## config.mk

```make
export PLATFORM = sky130hd
export DESIGN_NAME = seg_scan_ctrl_flat
export DESIGN_NICKNAME = d
export VERILOG_FILES = /design/src/rtl/seg_scan_pkg.sv /design/src/rtl/seg_scan_if.sv /design/src/rtl/seg_scan_div.sv /design/src/rtl/seg_scan_ctrl.sv /design/src/flat_wrapper.sv
export SDC_FILE = /design/constraint.sdc
export NUM_CORES = 1
export LEC_CHECK = 0
export BUFFER_PORTS_ARGS = -buffer_cell sky130_fd_sc_hd__buf_2
export CAP_MARGIN = 10
export CORE_AREA = 2 2 72 74
export DETAILED_ROUTE_END_ITERATION = 7
export DIE_AREA = 0 0 74 76
export PLACE_DENSITY_LB_ADDON = 0.1
export SLEW_MARGIN = 20
export SYNTH_ARGS = -nofsm -noshare
export SYNTH_HDL_FRONTEND = slang
export SYNTH_SLANG_ARGS = --single-unit
```

## constraint.sdc

```tcl
create_clock -name clk -period 2.4 [get_ports clk]
set_input_delay 0.48 -clock clk [delete_from_list [all_inputs] [get_ports clk]]
set_output_delay 0.48 -clock clk [all_outputs]
set_load 0.01 [all_outputs]
```

## src/rtl/seg_scan_pkg.sv

```systemverilog
// Shared types and sizing for the 4-digit multiplexed segment scanner.
// Optional feature macro used by this block: SEG_LZB_EN (leading-zero blanking).
package seg_scan_pkg;
  localparam int NIB_W   = 4;
  localparam int NUM_DIG = 4;

  typedef enum logic {
    ST_GAP  = 1'b0,
    ST_SHOW = 1'b1
  } state_e;

  // One counter serves both dwells, so size it for the longer one.
  function automatic int cnt_w(input int div_max, input int gap_cyc);
    int m;
    m = (div_max > gap_cyc) ? div_max : gap_cyc;
    return (m <= 1) ? 1 : $clog2(m + 1);
  endfunction
endpackage

```

## src/rtl/seg_scan_if.sv

```systemverilog
// Load/display bus of the segment scanner; master drives load/din, slave drives the mux and enables.
interface seg_scan_if;
  import seg_scan_pkg::*;
  logic             load;
  logic [15:0]      din;
  logic [NIB_W-1:0] ic0, ic1, ic2, ic3;
  logic             is0, is1;
  logic [NUM_DIG-1:0] an;
  logic             pend;

  modport master (output load, din, input ic0, ic1, ic2, ic3, is0, is1, an, pend);
  modport slave  (input load, din, output ic0, ic1, ic2, ic3, is0, is1, an, pend);
endinterface

```

## src/rtl/seg_scan_div.sv

```systemverilog
// Shared dwell counter: counts the current GAP or SHOW dwell and flags its last cycle.
module seg_scan_div
  import seg_scan_pkg::*;
#(
  parameter int DIV_MAX = 49999,
  parameter int GAP_CYC = 16
) (
  input  logic clk,
  input  logic rst_n,
  input  logic show_i,
  output logic tc_o
);
  localparam int CW = cnt_w(DIV_MAX, GAP_CYC);
  localparam logic [CW-1:0] DIV_LAST = CW'(DIV_MAX);
  localparam logic [CW-1:0] GAP_LAST = CW'(GAP_CYC - 1);

  logic [CW-1:0] cnt_q, cnt_d;

  assign tc_o = show_i ? (cnt_q == DIV_LAST) : (cnt_q == GAP_LAST);

  // Terminal count always coincides with a state change, so it doubles as the clear.
  always_comb cnt_d = tc_o ? '0 : cnt_q + CW'(1);

  always_ff @(posedge clk) begin
    if (!rst_n) cnt_q <= '0;
    else        cnt_q <= cnt_d;
  end
endmodule

```

## src/rtl/seg_scan_ctrl.sv

```systemverilog
// 4-digit scan controller: GAP/SHOW FSM, frame-synchronous display buffer and shadow load.
// Define SEG_LZB_EN to blank leading zero digits during SHOW.
module seg_scan_ctrl
  import seg_scan_pkg::*;
#(
  parameter int DIV_MAX = 49999,
  parameter int GAP_CYC = 16
) (
  input  logic       clk,
  input  logic       rst_n,
  seg_scan_if.slave  bus
);
  state_e                         state_q;
  logic [1:0]                     sel_q;
  logic [NUM_DIG-1:0]             an_q;
  logic [NUM_DIG-1:0][NIB_W-1:0]  disp_q, disp_d, shadow_q, shadow_d;
  logic                           pend_q, pend_d;
  logic                           tc, wrap;
  logic [NUM_DIG-1:0]             en_mask;

  seg_scan_div #(.DIV_MAX(DIV_MAX), .GAP_CYC(GAP_CYC)) u_div (
    .clk    (clk),
    .rst_n  (rst_n),
    .show_i (state_q == ST_SHOW),
    .tc_o   (tc)
  );

  assign wrap = (state_q == ST_SHOW) && tc && (sel_q == 2'd3);

`ifdef SEG_LZB_EN
  // Buffer only changes at the frame wrap (in GAP), so it is stable across any SHOW dwell.
  always_comb begin
    en_mask    = 4'b0001;
    en_mask[1] = |{disp_q[3], disp_q[2], disp_q[1]};
    en_mask[2] = |{disp_q[3], disp_q[2]};
    en_mask[3] = |disp_q[3];
  end
`else
  assign en_mask = '1;
`endif

  always_ff @(posedge clk) begin
    if (!rst_n) begin
      state_q <= ST_GAP;
      sel_q   <= 2'd0;
      an_q    <= '1;
    end else begin
      case (state_q)
        ST_GAP: if (tc) begin
          state_q <= ST_SHOW;
          an_q    <= ~((4'b0001 << sel_q) & en_mask);
        end
        ST_SHOW: if (tc) begin
          state_q <= ST_GAP;
          an_q    <= '1;
          sel_q   <= sel_q + 2'd1;
        end
        default: begin
          state_q <= ST_GAP;
          an_q    <= '1;
        end
      endcase
    end
  end

  // A load coincident with the wrap: old shadow goes to the buffer, new din stays pending.
  always_comb begin
    disp_d   = disp_q;
    shadow_d = shadow_q;
    pend_d   = pend_q;
    if (wrap && pend_q) begin
      disp_d = shadow_q;
      pend_d = 1'b0;
    end
    if (bus.load) begin
      shadow_d = bus.din;
      pend_d   = 1'b1;
    end
  end

  always_ff @(posedge clk) begin
    if (!rst_n) begin
      disp_q   <= '0;
      shadow_q <= '0;
      pend_q   <= 1'b0;
    end else begin
      disp_q   <= disp_d;
      shadow_q <= shadow_d;
      pend_q   <= pend_d;
    end
  end

  assign bus.an   = an_q;
  assign bus.is0  = sel_q[0];
  assign bus.is1  = sel_q[1];
  assign bus.ic0  = disp_q[0];
  assign bus.ic1  = disp_q[1];
  assign bus.ic2  = disp_q[2];
  assign bus.ic3  = disp_q[3];
  assign bus.pend = pend_q;
endmodule

```

## src/flat_wrapper.sv

```systemverilog
// flat-port wrapper written by rule: the top's interface ports become plain ports
module seg_scan_ctrl_flat import seg_scan_pkg::*;
#(
  parameter int DIV_MAX = 49999,
  parameter int GAP_CYC = 16
)
  (clk, rst_n, bus_load, bus_din, bus_ic0, bus_ic1, bus_ic2, bus_ic3, bus_is0, bus_is1, bus_an, bus_pend);
  seg_scan_if bus_i ();
  input  logic clk;
  input  logic rst_n;
  input wire logic [$bits(bus_i.load)-1:0] bus_load;
  input wire logic [$bits(bus_i.din)-1:0] bus_din;
  output wire logic [$bits(bus_i.ic0)-1:0] bus_ic0;
  output wire logic [$bits(bus_i.ic1)-1:0] bus_ic1;
  output wire logic [$bits(bus_i.ic2)-1:0] bus_ic2;
  output wire logic [$bits(bus_i.ic3)-1:0] bus_ic3;
  output wire logic [$bits(bus_i.is0)-1:0] bus_is0;
  output wire logic [$bits(bus_i.is1)-1:0] bus_is1;
  output wire logic [$bits(bus_i.an)-1:0] bus_an;
  output wire logic [$bits(bus_i.pend)-1:0] bus_pend;
  assign bus_i.load = bus_load;
  assign bus_i.din = bus_din;
  assign bus_ic0 = bus_i.ic0;
  assign bus_ic1 = bus_i.ic1;
  assign bus_ic2 = bus_i.ic2;
  assign bus_ic3 = bus_i.ic3;
  assign bus_is0 = bus_i.is0;
  assign bus_is1 = bus_i.is1;
  assign bus_an = bus_i.an;
  assign bus_pend = bus_i.pend;
  seg_scan_ctrl #(.DIV_MAX(DIV_MAX), .GAP_CYC(GAP_CYC)) u_core (.clk(clk), .rst_n(rst_n), .bus(bus_i));
endmodule
```

# Yosys cells after proc, flatten, opt, wreduce, memory -nomap -nowiden
# Index checks and enable logic that the tools add are counted.
# W data, S select, Z words.
dict set report op_classes {
  n_addsub 2
  eq_ne 5
  shifts 1
  muxes 9
  n_bitwise 3
  n_reduce_logical 7
}
# op n
set op_table {}
lappend op_table {{$add A16 B1 Y16 const B} 1}
lappend op_table {{$eq A16 B16 Y1 const B} 1}
lappend op_table {{$eq A16 B4 Y1 const B} 1}
lappend op_table {{$mux W4} 2}
lappend op_table {{$pmux W4 S2} 1}
lappend op_table {{$mux W1} 5}
lappend op_table {{$not A4 Y4} 1}
lappend op_table {{$reduce_and A2 Y1} 2}
lappend op_table {{$shl A1 B2 Y4 const A} 1}
lappend op_table {{$logic_and A1 B1 Y1} 3}
lappend op_table {{$add A2 B1 Y2 const B} 1}
lappend op_table {{$eq A2 B2 Y1 const B} 1}
lappend op_table {{$ne A2 B1 Y1 const B} 1}
lappend op_table {{$ne A2 B2 Y1 const B} 1}
lappend op_table {{$not A1 Y1} 2}
lappend op_table {{$pmux W1 S2} 1}
lappend op_table {{$reduce_bool A2 Y1} 1}
lappend op_table {{$reduce_or A2 Y1} 1}
dict set report word_totals {
  ff_bits 56
  input_bits 19
  out_inout_bits 23
  elab_cells 40
}

# Depth between registers and ports, before layout
# Gate-level depths: netlist of run 1.
dict set report logic_depth {
  word_depth 7
  ltp_mapped 11
  mapped_depth_nobuf 9
}

# Cells and area by module
# From an unflattened synthesis of run 1, not the netlist that was laid out.
dict set report hier_totals {
  hier_cells 246
  area_unflattened_um2 2404.8
}
# module n_inst cells_per_inst area_per_inst_um2
set modules_own_cells {}
lappend modules_own_cells {seg_scan_ctrl 1 163 1679.1}
lappend modules_own_cells {seg_scan_div 1 83 725.7}

# Worst setup path after synthesis of run 1
# No wires, ideal clock.
dict set report synth_timing {
  kind {flip-flop to flip-flop}
  startpoint {register u_core.u_div.cnt_q[0]}
  endpoint {register u_core.disp_q, in the netlist u_core.bus.ic0[2]}
  t_arrival_ps 2095
  path_slack_ps 229
  stages_incl_launch_ff 12
  period_less_slack_ps 2171
  cell_sequence {dfxtp_1 -> ha_1 -> and3_1 -> nand3_1 -> or2_1 -> inv_1 -> ha_1 -> and3_1 -> buf_2 -> buf_2 -> nand2_1 -> a21boi_0}
}
dict set report synth_between {
  elab_chain_cells 5
}
# element line_no
set synth_rtl {}
lappend synth_rtl {{start: declaration} seg_scan_div.sv:17} ;# logic [CW-1:0] cnt_q, cnt_d;
lappend synth_rtl {{start signal: assignment} seg_scan_div.sv:26} ;# else cnt_q <= cnt_d;
lappend synth_rtl {{$eq A16 B4 Y1 or $eq A16 B16 Y1 (tied branches)} seg_scan_div.sv:19} ;# assign tc_o = show_i ? (cnt_q == DIV_LAST) : (cnt_q == GAP_LAST);
lappend synth_rtl {{$mux W1 (*)} seg_scan_div.sv:19}
lappend synth_rtl {{$logic_and A1 B1 Y1 (*) (2 in a row)} seg_scan_ctrl.sv:28} ;# assign wrap = (state_q == ST_SHOW) && tc && (sel_q == 2'd3);
lappend synth_rtl {{$logic_and A1 B1 Y1 (*)} seg_scan_ctrl.sv:71} ;# if (wrap && pend_q) begin
lappend synth_rtl {{end signal: assignment} seg_scan_ctrl.sv:87} ;# disp_q <= disp_d;
lappend synth_rtl {{end: declaration} seg_scan_ctrl.sv:16} ;# logic [NUM_DIG-1:0][NIB_W-1:0] disp_q, disp_d, shadow_q, shadow_d;
# Every way passes the cells marked *; elsewhere a longest branch is shown, timed or not.
# A chain may end at the register's enable or synchronous reset.

# Worst setup path after layout of run 1
dict set report layout_timing {
  startpoint {register u_core.u_div.cnt_q[0]}
  endpoint {register u_core.disp_q, in the netlist u_core.bus.ic3[3]}
}
# Same word-level chain as after synthesis.

==> results by group, run 1 <==
Placed design
  • Post-DP Area: 2660 um2
  • Post-detail-place hpwl: 2.84 mm
  • Placed cells: 350
  • Port Buffers: between 40 and 50
  • Gpl congestion: 0.716

Logic synthesis
  • Synth area leader: dfxtp_1
  • Synth Area per Inst: 9.67 um2
  • Syn nets: 272
  • Synth area leaders: dfxtp_1 47%, mux2i_1 7.2%, nand2_1 6.2%
  • FF+latch count, synth: 56
  • Synth Cell Area: ~2400 um2
  • Synth Instances: 245
  • Synth cell types: 31
  • Sequential share of the synthesized area: 47.3%
  • Post-synth top area share: 47.3%
  • Ys Warns: 0

Clock tree
  • Clk slew on worst S/H paths: about 0.10 ns
  • CTS tree: done
  • Setup Fix Bufs, Post-CTS: 0
  • H-tree depth: 2
  • Deepest clock path buffer count: 2
  • CTS Sinks: 56
  • Root Buffer: clkbuf_8
  • CTS Buf Count: 5
  • Clock latency at the later pin of the worst-skew pair: 0.31 ns

Layout
  • # diodes: 0
  • Post-Layout Cell Count: 358
  • Final net count: around 310
  • Final core utilization: 56.1%
  • Layout cells sized above 1: 22.6%
  • Layout filler cell count: 471
  • Final instance area: 2760 um2
  • Area of the multi-input gates: 1180 um2
  • FF+latch area: 1120 um2
  • Syn-to-layout area delta: 16.3%

Critical path
  • Critical R2R Capture: u_core.bus.ic3[3]
  • Largest stage delay, worst path: 0.38 ns
  • Critical path depth: 10
  • Flop2flop setup slack: just over 0.3 ns
  • CP Class: register to register
  • WP buf/inv: 2
  • Crit-path leading delay family: simple AND/OR/NAND/NOR gates
  • CP Capture Type: register
  • Worst reg2reg path depth: 10
  • Required @ worst endpoint: 2.64 ns
  • FF-to-FF Start: u_core.u_div.cnt_q[0]
  • Critical path fanouts, max: 16
  • Critical path's slowest cell: dfxtp_2
  • CP Data Arrival Time: 2.33 ns
  • Critical path startpoint category: register
  • CP Cell Sequence: ha_1, and3_1, nand3_1, or2_1, inv_1, ha_1, and3_1, buf_12, nand2_1, a21boi_0

Routing
  • Drt pass-1 iters: 4
  • Via count: 1709
  • Vias per inst: 4.77
  • Drc violations: 0
  • Final antenna-violating net count: 0
  • Drt wl/cell: about 12 um
  • Initial DRC Count: 117
  • Post-Route WL: 4.20 mm

Power and ir drop
  • Leak pwr: 1.16 nW
  • Sw power: 0.000346 W
  • Logic pwr share: 5.0%
  • Clock network fraction of design power: 32.6%
  • VDD IR max: 0.411 mV
  • P per Cell Area: between 500 and 600 nW/um2
  • Switching power share of the total: 22.4%
  • Sequential share of power: 62.5%
  • Int Power: 0.00120 W

STA
  • Max Clock Skew: roughly 0.01 ns
  • Final Setup Violations: 0
  • TNS Setup: 0 ns
  • RSZ-0062 raised after global routing: false
  • Tmin final: 2.09 ns
  • Slew HR: 61.3%
  • Max frequency: approximately 0.48 GHz
  • Final worst-path cycle share: 87.2%
  • Final Hold Viols: 0
  • Slew at the pin closest to its max-slew limit: 0.580 ns
  • Fin. max-slew vios: 0

Global routing
  • Overall Global Routing Usage: 16.3%
  • GR Layer Usage met1: 21.7%
  • Busiest grt layer: met2
  • Routing usage on met3: approximately 4.2%
  • Vias in the first global route: 1613
  • Largest net degree at the start of global routing: 38
  • First-pass GRT wire length: 7.25 mm
  • Initial antenna violation count: 0
  • GR Util met2: between 20% and 30%
  • Remaining global-route overflow: 0

Min path
  • Hold crit path type: input pin to register
  • Worst hold stages: 3
  • WHS Endpoint: u_core.shadow_q[15]
  • Hold path startpoint: bus_din[15]

Floorplanning
  • Num rows: 26
  • Die Wd: 74 um
  • Core area: 4910 um2
  • Num ports: 42
  • Chip height: 76 um
  • Die footprint: ~5600 um2
  • Starting density of the core: 48.2%

Status
  • Outcome: complete, no violations

Run
  • Max Cap Violations: 0
-- cell families (layout without fill, tap and decap cells) --
| kind of cell | after synthesis | after routing | share of synthesized area, % |
|---|---|---|---|
| XOR/XNOR | 14 | 14 | 5.17 |
| flip-flops | 56 | 56 | 47.3 |
| multiplexers | 17 | 17 | 7.18 |
| AND/OR/NAND/NOR | 108 | 108 | 25.8 |
| adder cells (fa/ha/maj) | 8 | 8 | 4.22 |
| buffers and inverters | 17 | 60 | 2.90 |
| AO/OA/AOI/OAI | 25 | 25 | 7.39 |
-- sequential cells by signal, summed over array words and instances, names as in the netlist --
name / cells
u_core.bus.an: 4
u_core.bus.ic0: 4
u_core.bus.ic1: 4
u_core.bus.ic2: 4
u_core.bus.ic3: 4
u_core.bus.pend: 1
u_core.sel_q: 2
u_core.shadow_q: 16
u_core.state_q: 1
u_core.u_div.cnt_q: 16
-- Yosys cell counts (all sizes together) --
master   instances
nand2           39
a21boi          17
inv              7
nand3           12
or2              1
a21oi            1
buf              4
nor3             4
and3             3
clkbuf           6
and2             8
mux2i           17
o21ai            6
or3              1
nor4             6
nor2b           18
nand4            4
ha               8
dfxtp           56
a2bb2oi          1
nor2            12
xor2             8
xnor2            6
-- how the worst max path moves through the flow --
stage	start	to	slack [ns]
3_3_place_gp	u_core.u_div.cnt_q[0]	u_core.bus.an[1]	0.28
6_report	u_core.u_div.cnt_q[0]	u_core.bus.ic3[3]	0.31
5_1_grt	u_core.u_div.cnt_q[0]	u_core.bus.ic0[2]	0.02
2_1_floorplan	u_core.u_div.cnt_q[0]	u_core.bus.ic0[2]	0.23
3_5_place_dp	u_core.u_div.cnt_q[0]	u_core.bus.an[3]	0.17
4_1_cts	u_core.u_div.cnt_q[0]	u_core.bus.an[3]	0.15
-- worst reg2reg max path: cells and delay by family, from the launching register on --
family | cells | cell delay, ns
AO/OA/AOI/OAI | 1 | 0.14
adder cells (fa/ha/maj) | 2 | 0.39
flip-flops | 1 | 0.38
buffers and inverters | 2 | 0.22
AND/OR/NAND/NOR | 5 | 0.90
-- layout by cell type, fill, tap and decap left out, types with 7 or more instances in the layout --
cell type and instances:
a21boi_0 11, and2_1 8, buf_2 41, dfxtp_1 54
ha_1 8, inv_1 7, mux2i_1 17, nand2_1 39
nand3_1 11, nor2_1 10, nor2b_1 18, xor2_1 8
-- power by group through the flow --
stage | Clock [W] | Combinational, W | Sequential (W)
finish | 0.000503 | 0.0000769 | 0.000965
floorplan | 0 | 0.0000524 | 0.000984
detailed placement | 0 | 0.0000784 | 0.000986
global placement | 0 | 0.0000772 | 0.000986
global route | 0.000564 | 0.0000877 | 0.000969
CTS | 0.000530 | 0.0000790 | 0.000965
-- cell type report --
| cell class | instances | share of cell area, % |
|---|---|---|
| clock inverter | 2 | 0.590 |
| tap | 70 | 3.18 |
| sequential | 56 | 40.8 |
| inverter | 7 | 0.953 |
| timing repair buffer | 45 | 8.99 |
| multi-input combinational | 172 | 42.9 |
| clock buffer | 6 | 2.63 |
-- repair_timing --
action,in CTS,in global routing
hold buffers,0,0
resized for setup,0,3
endpoints found under the setup margin,0,9
-- routing by layer --
layer,share of wire (%),routed length [um]
met5,0,0
met4,1.9,80
met3,4.0,168
met2,46,1940
met1,48,2000
-- per-stage QoR --
step           worst slack [ns]  total power [W]  hold slack [ns]
2_1_floorplan             0.229          0.00104            0.430
3_3_place_gp              0.276          0.00106            0.440
3_5_place_dp              0.166          0.00106            0.446
4_1_cts                   0.146          0.00157            0.414
5_1_grt                  0.0248          0.00162            0.426
6_report                  0.306          0.00155            0.423
No activity file was read; power rests on OpenSTA's default activity.
==> run 2, diff against run 1 <==
==> constraint.sdc (replaced) <==
create_clock -name clk -period 2.4 [get_ports clk]
set_input_delay 0.6 -clock clk [delete_from_list [all_inputs] [get_ports clk]]
set_output_delay 0.6 -clock clk [all_outputs]
set_load 0.01 [all_outputs]
==> run 2 against run 1 <==
Worst hold slack gained 0.033 ns. Sequential cell count stayed put. Global-route usage shrank 0.71 points. Critical path depth is the same. Non-clock buffer count grew 1. Sequential power barely moved. Total power grew 7.6%. Critical endpoint is now u_core.bus.ic3[2]. Largest cell class unchanged.
==> results by group, run 2 (same netlist as run 1, synthesis figures left out) <==
STA
  • Max Clock Skew: 0.00593 ns (-0.00389 ns)
  • Final worst-path cycle share: 88.2% (+0.97 points)
  • Slew at the pin closest to its max-slew limit: 0.514 ns (-0.0660 ns)
  • Tmin final: 2.12 ns (+0.0234 ns)
  • Fin. max-slew vios: 0 (unchanged)
  • Slew HR: 65.7% (+4.4 points)
  • Max frequency: 0.472 GHz (-1.1%)
  • TNS Setup: 0 ns (unchanged)
  • Final Hold Viols: 0 (unchanged)
  • Final Setup Violations: 0 (unchanged)
  • RSZ-0062 raised after global routing: false

Clock tree
  • Setup Fix Bufs, Post-CTS: 0 (unchanged)
  • CTS tree: done
  • Post-CTS sizing: 0 (unchanged)
  • CTS Buf Count: 5 (unchanged)
  • CTS Hold Bufs: 0 (unchanged)
  • Clk slew on worst S/H paths: 0.10 ns (about the same)
  • CTS Sinks: 56 (unchanged)
  • Clock latency at the later pin of the worst-skew pair: 0.31 ns (about the same)
  • Root Buffer: clkbuf_8
  • Deepest clock path buffer count: 2 (unchanged)
  • H-tree depth: 2 (unchanged)

Layout
  • Syn-to-layout area delta: 17.5%
  • # diodes: 0 (unchanged)
  • Layout filler cell count: 468 (-0.64%)
  • Final core utilization: 56.7% (+0.59 points)
  • Commonest non-fill, non-tap cell in the layout: dfxtp_1
  • Biggest regs: u_core.shadow_q: 16 flops, u_core.u_div.cnt_q: 16 flops
  • Commonest cells after routing, fill and taps aside: 55 x dfxtp_1, 41 x buf_2, 39 x nand2_1
  • Layout cells sized above 1: 22.5% (-0.078 points)
  • FF+latch area: 1120 um2 (-0.11%)
  • Area of the multi-input gates: 1180 um2 (unchanged)
  • Final net count: 315 (+0.32%)

Routing
  • Drc violations: 0 (unchanged)
  • Via count: 1705 (-0.23%)
  • Drt pass-1 iters: 4 (unchanged)
  • Post-Route WL: 4.08 mm (-2.9%)
  • Highest metal used: met4
  • Drt wl/cell: 11.4 um (-3.1%)
  • Vias per inst: 4.75 (-0.51%)
  • Met2 wire len: 1.88 mm (-3.0%)
  • Final antenna-violating net count: 0 (unchanged)
  • Initial DRC Count: 58 (-50%)
  • Met3 wire len: 194 um (+15%)
  • M1 WL: 1.96 mm (-2.0%)

Critical path
  • CP Capture Type: register
  • CP Class: register to register
  • CP Cell Sequence: ha_1, and3_1, nand3_1, or2_1, inv_1, ha_1, and3_1, buf_12, nand2_1, a21boi_0
  • FF-to-FF Start: u_core.u_div.cnt_q[1]
  • CP Data Arrival Time: 2.35 ns (+0.02 ns)
  • Critical R2R Capture: u_core.bus.ic3[2]
  • Critical path's slowest cell: dfxtp_1
  • Worst reg2reg path depth: 10 (unchanged)
  • Largest stage delay, worst path: 0.40 ns (+0.02 ns)
  • Required @ worst endpoint: 2.63 ns (about the same)
  • Critical path startpoint category: register
  • Flop2flop setup slack: 0.28 ns (-0.02 ns)
  • Critical path fanouts, max: 16 (unchanged)

Floorplanning
  • Die Wd: 74 um (unchanged)
  • Num rows: 26 (unchanged)
  • Num ports: 42 (unchanged)
  • Starting density of the core: 48.2% (unchanged)
  • Die footprint: 5620 um2 (unchanged)
  • Core area: 4910 um2 (unchanged)
  • Chip height: 76 um (unchanged)

Placed design
  • Post-detail-place hpwl: 2.83 mm (-0.18%)
  • Port Buffers: 41 (unchanged)
  • Gpl congestion: 0.715 (-0.24%)

Global routing
  • Overall Global Routing Usage: 15.5% (-0.71 points)
  • First-pass GRT wire length: 7.02 mm (-3.1%)
  • Vias in the first global route: 1594 (-1.2%)
  • Largest net degree at the start of global routing: 28 (-26%)
  • Remaining global-route overflow: 0 (unchanged)
  • Initial antenna violation count: 0 (unchanged)

Power and ir drop
  • Leak pwr: 1.17 nW (+1.6%)
  • Total power: 0.00166 W (+7.6%)
  • P per Cell Area: 597 nW/um2 (+6.5%)
  • VDD IR max: 0.335 mV (-18%)

Status
  • Outcome: complete, no violations

Run
  • Max Cap Violations: 0 (unchanged)

Min path
  • Worst hold stages: 2 (-1)
  • Hold path startpoint: u_core.shadow_q[12]
  • Hold crit path type: register to register
  • WHS Endpoint: u_core.bus.ic3[0]
run 2: changes by cell type in the layout (fill, tap and decap cells not counted), sizes merged:
cell / change
clkinvlp: -1
inv: +1
buf: +1
bufinv: +1
clkinv: -1
run 2: power by group:
group          leakage, nW  internal, W  switching [W]
Combinational        0.663    0.0000419      0.0000358
Sequential           0.455     0.000950      0.0000141
Clock               0.0558     0.000316       0.000305
run 2: critical path, delay by kind of cell, from the launching register on:
kind / cells / cell delay [ns]
simple gates: 5 / 0.89
fa+ha+maj: 2 / 0.39
buf+inv: 2 / 0.22
flops: 1 / 0.40
compound gates: 1 / 0.14
run 2: worst max path at each step:
stage,from,endpoint,slack (ns),cells after the start
detailed placement,u_core.u_div.cnt_q[0],u_core.bus.an[2],0.19,9
CTS,u_core.u_div.cnt_q[0],u_core.bus.an[2],0.17,9
global placement,u_core.u_div.cnt_q[0],u_core.bus.an[1],0.28,9
global route,u_core.u_div.cnt_q[1],u_core.bus.ic0[3],0.03,10
finish,u_core.u_div.cnt_q[1],u_core.bus.ic3[2],0.28,10
floorplan,u_core.u_div.cnt_q[0],u_core.bus.ic0[2],0.23,11
run 2: stage by stage:
stage	std cells	setup slack (ns)	cell area, um2	hold WS, ns
after floorplan	245	0.229	2370	0.430
after global placement	351	0.281	2670	0.440
after detailed placement	351	0.186	2670	0.445
after CTS	359	0.167	2780	0.458
after global routing	359	0.0319	2790	0.482
final	359	0.283	2790	0.456
run 2: cell type report:
| class | instances | share of cell area, % |
|---|---|---|
| inverter | 7 | 0.943 |
| sequential | 56 | 40.3 |
| clock inverter | 2 | 1.39 |
| timing repair buffer | 46 | 9.16 |
| multi-input combinational | 172 | 42.5 |
| clock buffer | 6 | 2.61 |
| tap | 70 | 3.14 |
run 2: per-layer routing:
layer | global-route usage [%] | up-vias
li1 | - | 900
met1 | 20.2 | 774
met2 | 25.3 | 27
met3 | 4.37 | 4
met4 | 3.82 | 0
met5 | 0 | -
==> run 3, diff against run 2 <==
--- a/config.mk
+++ b/config.mk
@@ -11,6 +11,7 @@
 export DETAILED_ROUTE_END_ITERATION = 7
 export DIE_AREA = 0 0 74 76
 export PLACE_DENSITY_LB_ADDON = 0.1
+export REMOVE_ABC_BUFFERS = 1
 export SLEW_MARGIN = 20
 export SYNTH_ARGS = -nofsm -noshare
 export SYNTH_HDL_FRONTEND = slang
==> constraint.sdc (replaced) <==
create_clock -name clk -period 2.6 [get_ports clk]
set_input_delay 0.65 -clock clk [delete_from_list [all_inputs] [get_ports clk]]
set_output_delay 0.65 -clock clk [all_outputs]
set_load 0.01 [all_outputs]
==> run 3 against run 2 <==
Via count down 0.70%. Cell count shrank 0.84%. Critical path depth stayed put. Register-to-register slack gained 0.08 ns. Total power down 14%. Largest cell class unchanged.
==> results by group, run 3 (same netlist as run 1, synthesis figures left out) <==
Status
  • Outcome: complete, no violations

Clock tree
  • Setup Fix Bufs, Post-CTS: 0 (unchanged)
  • Clock latency at the later pin of the worst-skew pair: 0.30 ns (about the same)
  • Post-CTS sizing: 0 (unchanged)
  • CTS tree: done
  • CTS Buf Count: 5 (unchanged)
  • CTS Sinks: 56 (unchanged)
  • H-tree depth: 2 (unchanged)
  • CTS Hold Bufs: 0 (unchanged)
  • Deepest clock path buffer count: 2 (unchanged)
  • Root Buffer: clkbuf_8
  • Clk slew on worst S/H paths: 0.09 ns (about the same)

Layout
  • Commonest cells after routing, fill and taps aside: 56 x dfxtp_1, 41 x buf_2, 39 x nand2_1
  • Layout cells sized above 1: 21.3% (-1.2 points)
  • Syn-to-layout area delta: 15.4%
  • Biggest regs: u_core.shadow_q: 16 flops, u_core.u_div.cnt_q: 16 flops
  • Layout filler cell count: 483 (+3.2%)
  • # diodes: 0 (unchanged)
  • Final net count: 313 (-0.63%)
  • Commonest non-fill, non-tap cell in the layout: dfxtp_1

Floorplanning
  • Die Wd: 74 um (unchanged)
  • Num ports: 42 (unchanged)
  • Starting density of the core: 48.2% (unchanged)
  • Core area: 4910 um2 (unchanged)
  • Die footprint: 5620 um2 (unchanged)
  • Chip height: 76 um (unchanged)
  • Num rows: 26 (unchanged)

Routing
  • Initial DRC Count: 57 (-1.7%)
  • Via count: 1693 (-0.70%)
  • Drt wl/cell: 11.7 um (+3.3%)
  • Drt pass-1 iters: 4 (unchanged)
  • Final antenna-violating net count: 0 (unchanged)
  • Vias per inst: 4.76 (+0.13%)
  • Post-Route WL: 4.17 mm (+2.4%)
  • Drc violations: 0 (unchanged)

Placed design
  • Port Buffers: 41 (unchanged)
  • Gpl congestion: 0.753 (+5.4%)
  • Post-detail-place hpwl: 2.85 mm (+0.60%)

Min path
  • Hold crit path type: register to register

Critical path
  • CP Data Arrival Time: 2.46 ns (+0.11 ns)
  • CP Cell Sequence: ha_1, and3_1, nand3_1, or2_1, inv_1, ha_1, and3_1, buf_4, nand2_1, a21boi_0
  • Critical path startpoint category: register
  • CP Class: register to register
  • Largest stage delay, worst path: 0.42 ns (+0.02 ns)
  • CP Capture Type: register
  • Crit-path leading delay family: simple AND/OR/NAND/NOR gates
  • Required @ worst endpoint: 2.83 ns (+0.20 ns)
  • Critical path's slowest cell: dfxtp_1
  • WP buf/inv: 2 (unchanged)
  • Critical path fanouts, max: 16 (unchanged)

Run
  • Max Cap Violations: 0 (unchanged)

Power and ir drop
  • Logic pwr share: 5.0% (+0.3 points)
  • Sequential share of power: 62.1% (+4.1 points)
  • Sw power: 0.000307 W (-14%)
  • P per Cell Area: 525 nW/um2 (-12%)
  • Int Power: 0.00113 W (-14%)
  • Leak pwr: 1.15 nW (-1.8%)
  • Clock network fraction of design power: 32.9% (-4.4 points)
  • Total power: 0.00143 W (-14%)
  • Switching power share of the total: 21.4% (+0.042 points)
  • VDD IR max: 0.584 mV (+74%)

STA
  • RSZ-0062 raised after global routing: false
  • Max Clock Skew: 0.00939 ns (+0.00345 ns)
  • Final worst-path cycle share: 85.9% (-2.3 points)
  • Final Hold Viols: 0 (unchanged)
  • Fin. max-slew vios: 0 (unchanged)
  • Slew HR: 60.7% (-5.0 points)
  • Max frequency: 0.448 GHz (-5.2%)
  • Tmin final: 2.23 ns (+0.116 ns)
  • Final Setup Violations: 0 (unchanged)
  • Slew at the pin closest to its max-slew limit: 0.589 ns (+0.0756 ns)
  • TNS Setup: 0 ns (unchanged)

Global routing
  • First-pass GRT wire length: 7.11 mm (+1.2%)
  • Largest net degree at the start of global routing: 41 (+46%)
  • Overall Global Routing Usage: 15.8% (+0.23 points)
  • Remaining global-route overflow: 0 (unchanged)
  • Vias in the first global route: 1584 (-0.63%)
  • Initial antenna violation count: 0 (unchanged)
run 3: worst paths after layout:
kind | cells past startpoint | slack [ns] | from | end
worst max-delay path | 10 | 0.37 | u_core.u_div.cnt_q[0] | u_core.bus.ic3[2]
worst min-delay path | 2 | 0.45 | u_core.bus.ic3[0] | u_core.bus.ic3[0]
worst max register to register | 10 | 0.37 | u_core.u_div.cnt_q[0] | u_core.bus.ic3[2]
worst min register to register | 2 | 0.45 | u_core.bus.ic3[0] | u_core.bus.ic3[0]
run 3: final cells by class:
type	count	area [um2]	area share, %
tap	70	87.6	3.20
clock inverter	1	8.76	0.320
timing repair buffer	44	228	8.33
clock buffer	6	82.6	3.02
multi-input combinational	172	1180	43.2
sequential	56	1120	41.0
inverter	7	26.3	0.961
run 3: power by group through the flow:
stage                     combinational [W]  sequential, W  clock (W)
after floorplan                   0.0000361       0.000908          0
after global placement            0.0000729       0.000910          0
after detailed placement          0.0000733       0.000910          0
after CTS                         0.0000737       0.000890   0.000499
after global routing              0.0000817       0.000894   0.000531
final                             0.0000718       0.000890   0.000472
run 3: per-stage QoR:
step / cell area [um2] / setup WS (ns) / instances / util (%) / hold slack, ns
floorplan: 2330 / 0.460 / 235 / - / 0.430
CTS: 2730 / 0.351 / 356 / 55.7 / 0.458
detailed placement: 2640 / 0.360 / 349 / 53.8 / 0.444
global route: 2730 / 0.119 / 356 / 55.7 / 0.472
finish: 2730 / 0.367 / 356 / 55.7 / 0.454
global placement: 2640 / 0.440 / 349 / 53.8 / 0.438
run 3: routing by layer:
metal	track usage [%]	part of all wire, %	routed length [um]	vias up
met5	0	0	0	-
met4	3.82	0.36	15	0
met3	4.23	4.7	197	2
met2	25.5	46	1940	32
met1	20.8	48	2020	769
li1	-	-	-	890
run 3: worst reg2reg max path: cells and delay by family, from the launching register on:
kind / cells / cell delay (ns)
buf+inv: 2 / 0.28
flops: 1 / 0.42
compound gates: 1 / 0.13
fa+ha+maj: 2 / 0.47
simple gates: 5 / 0.88
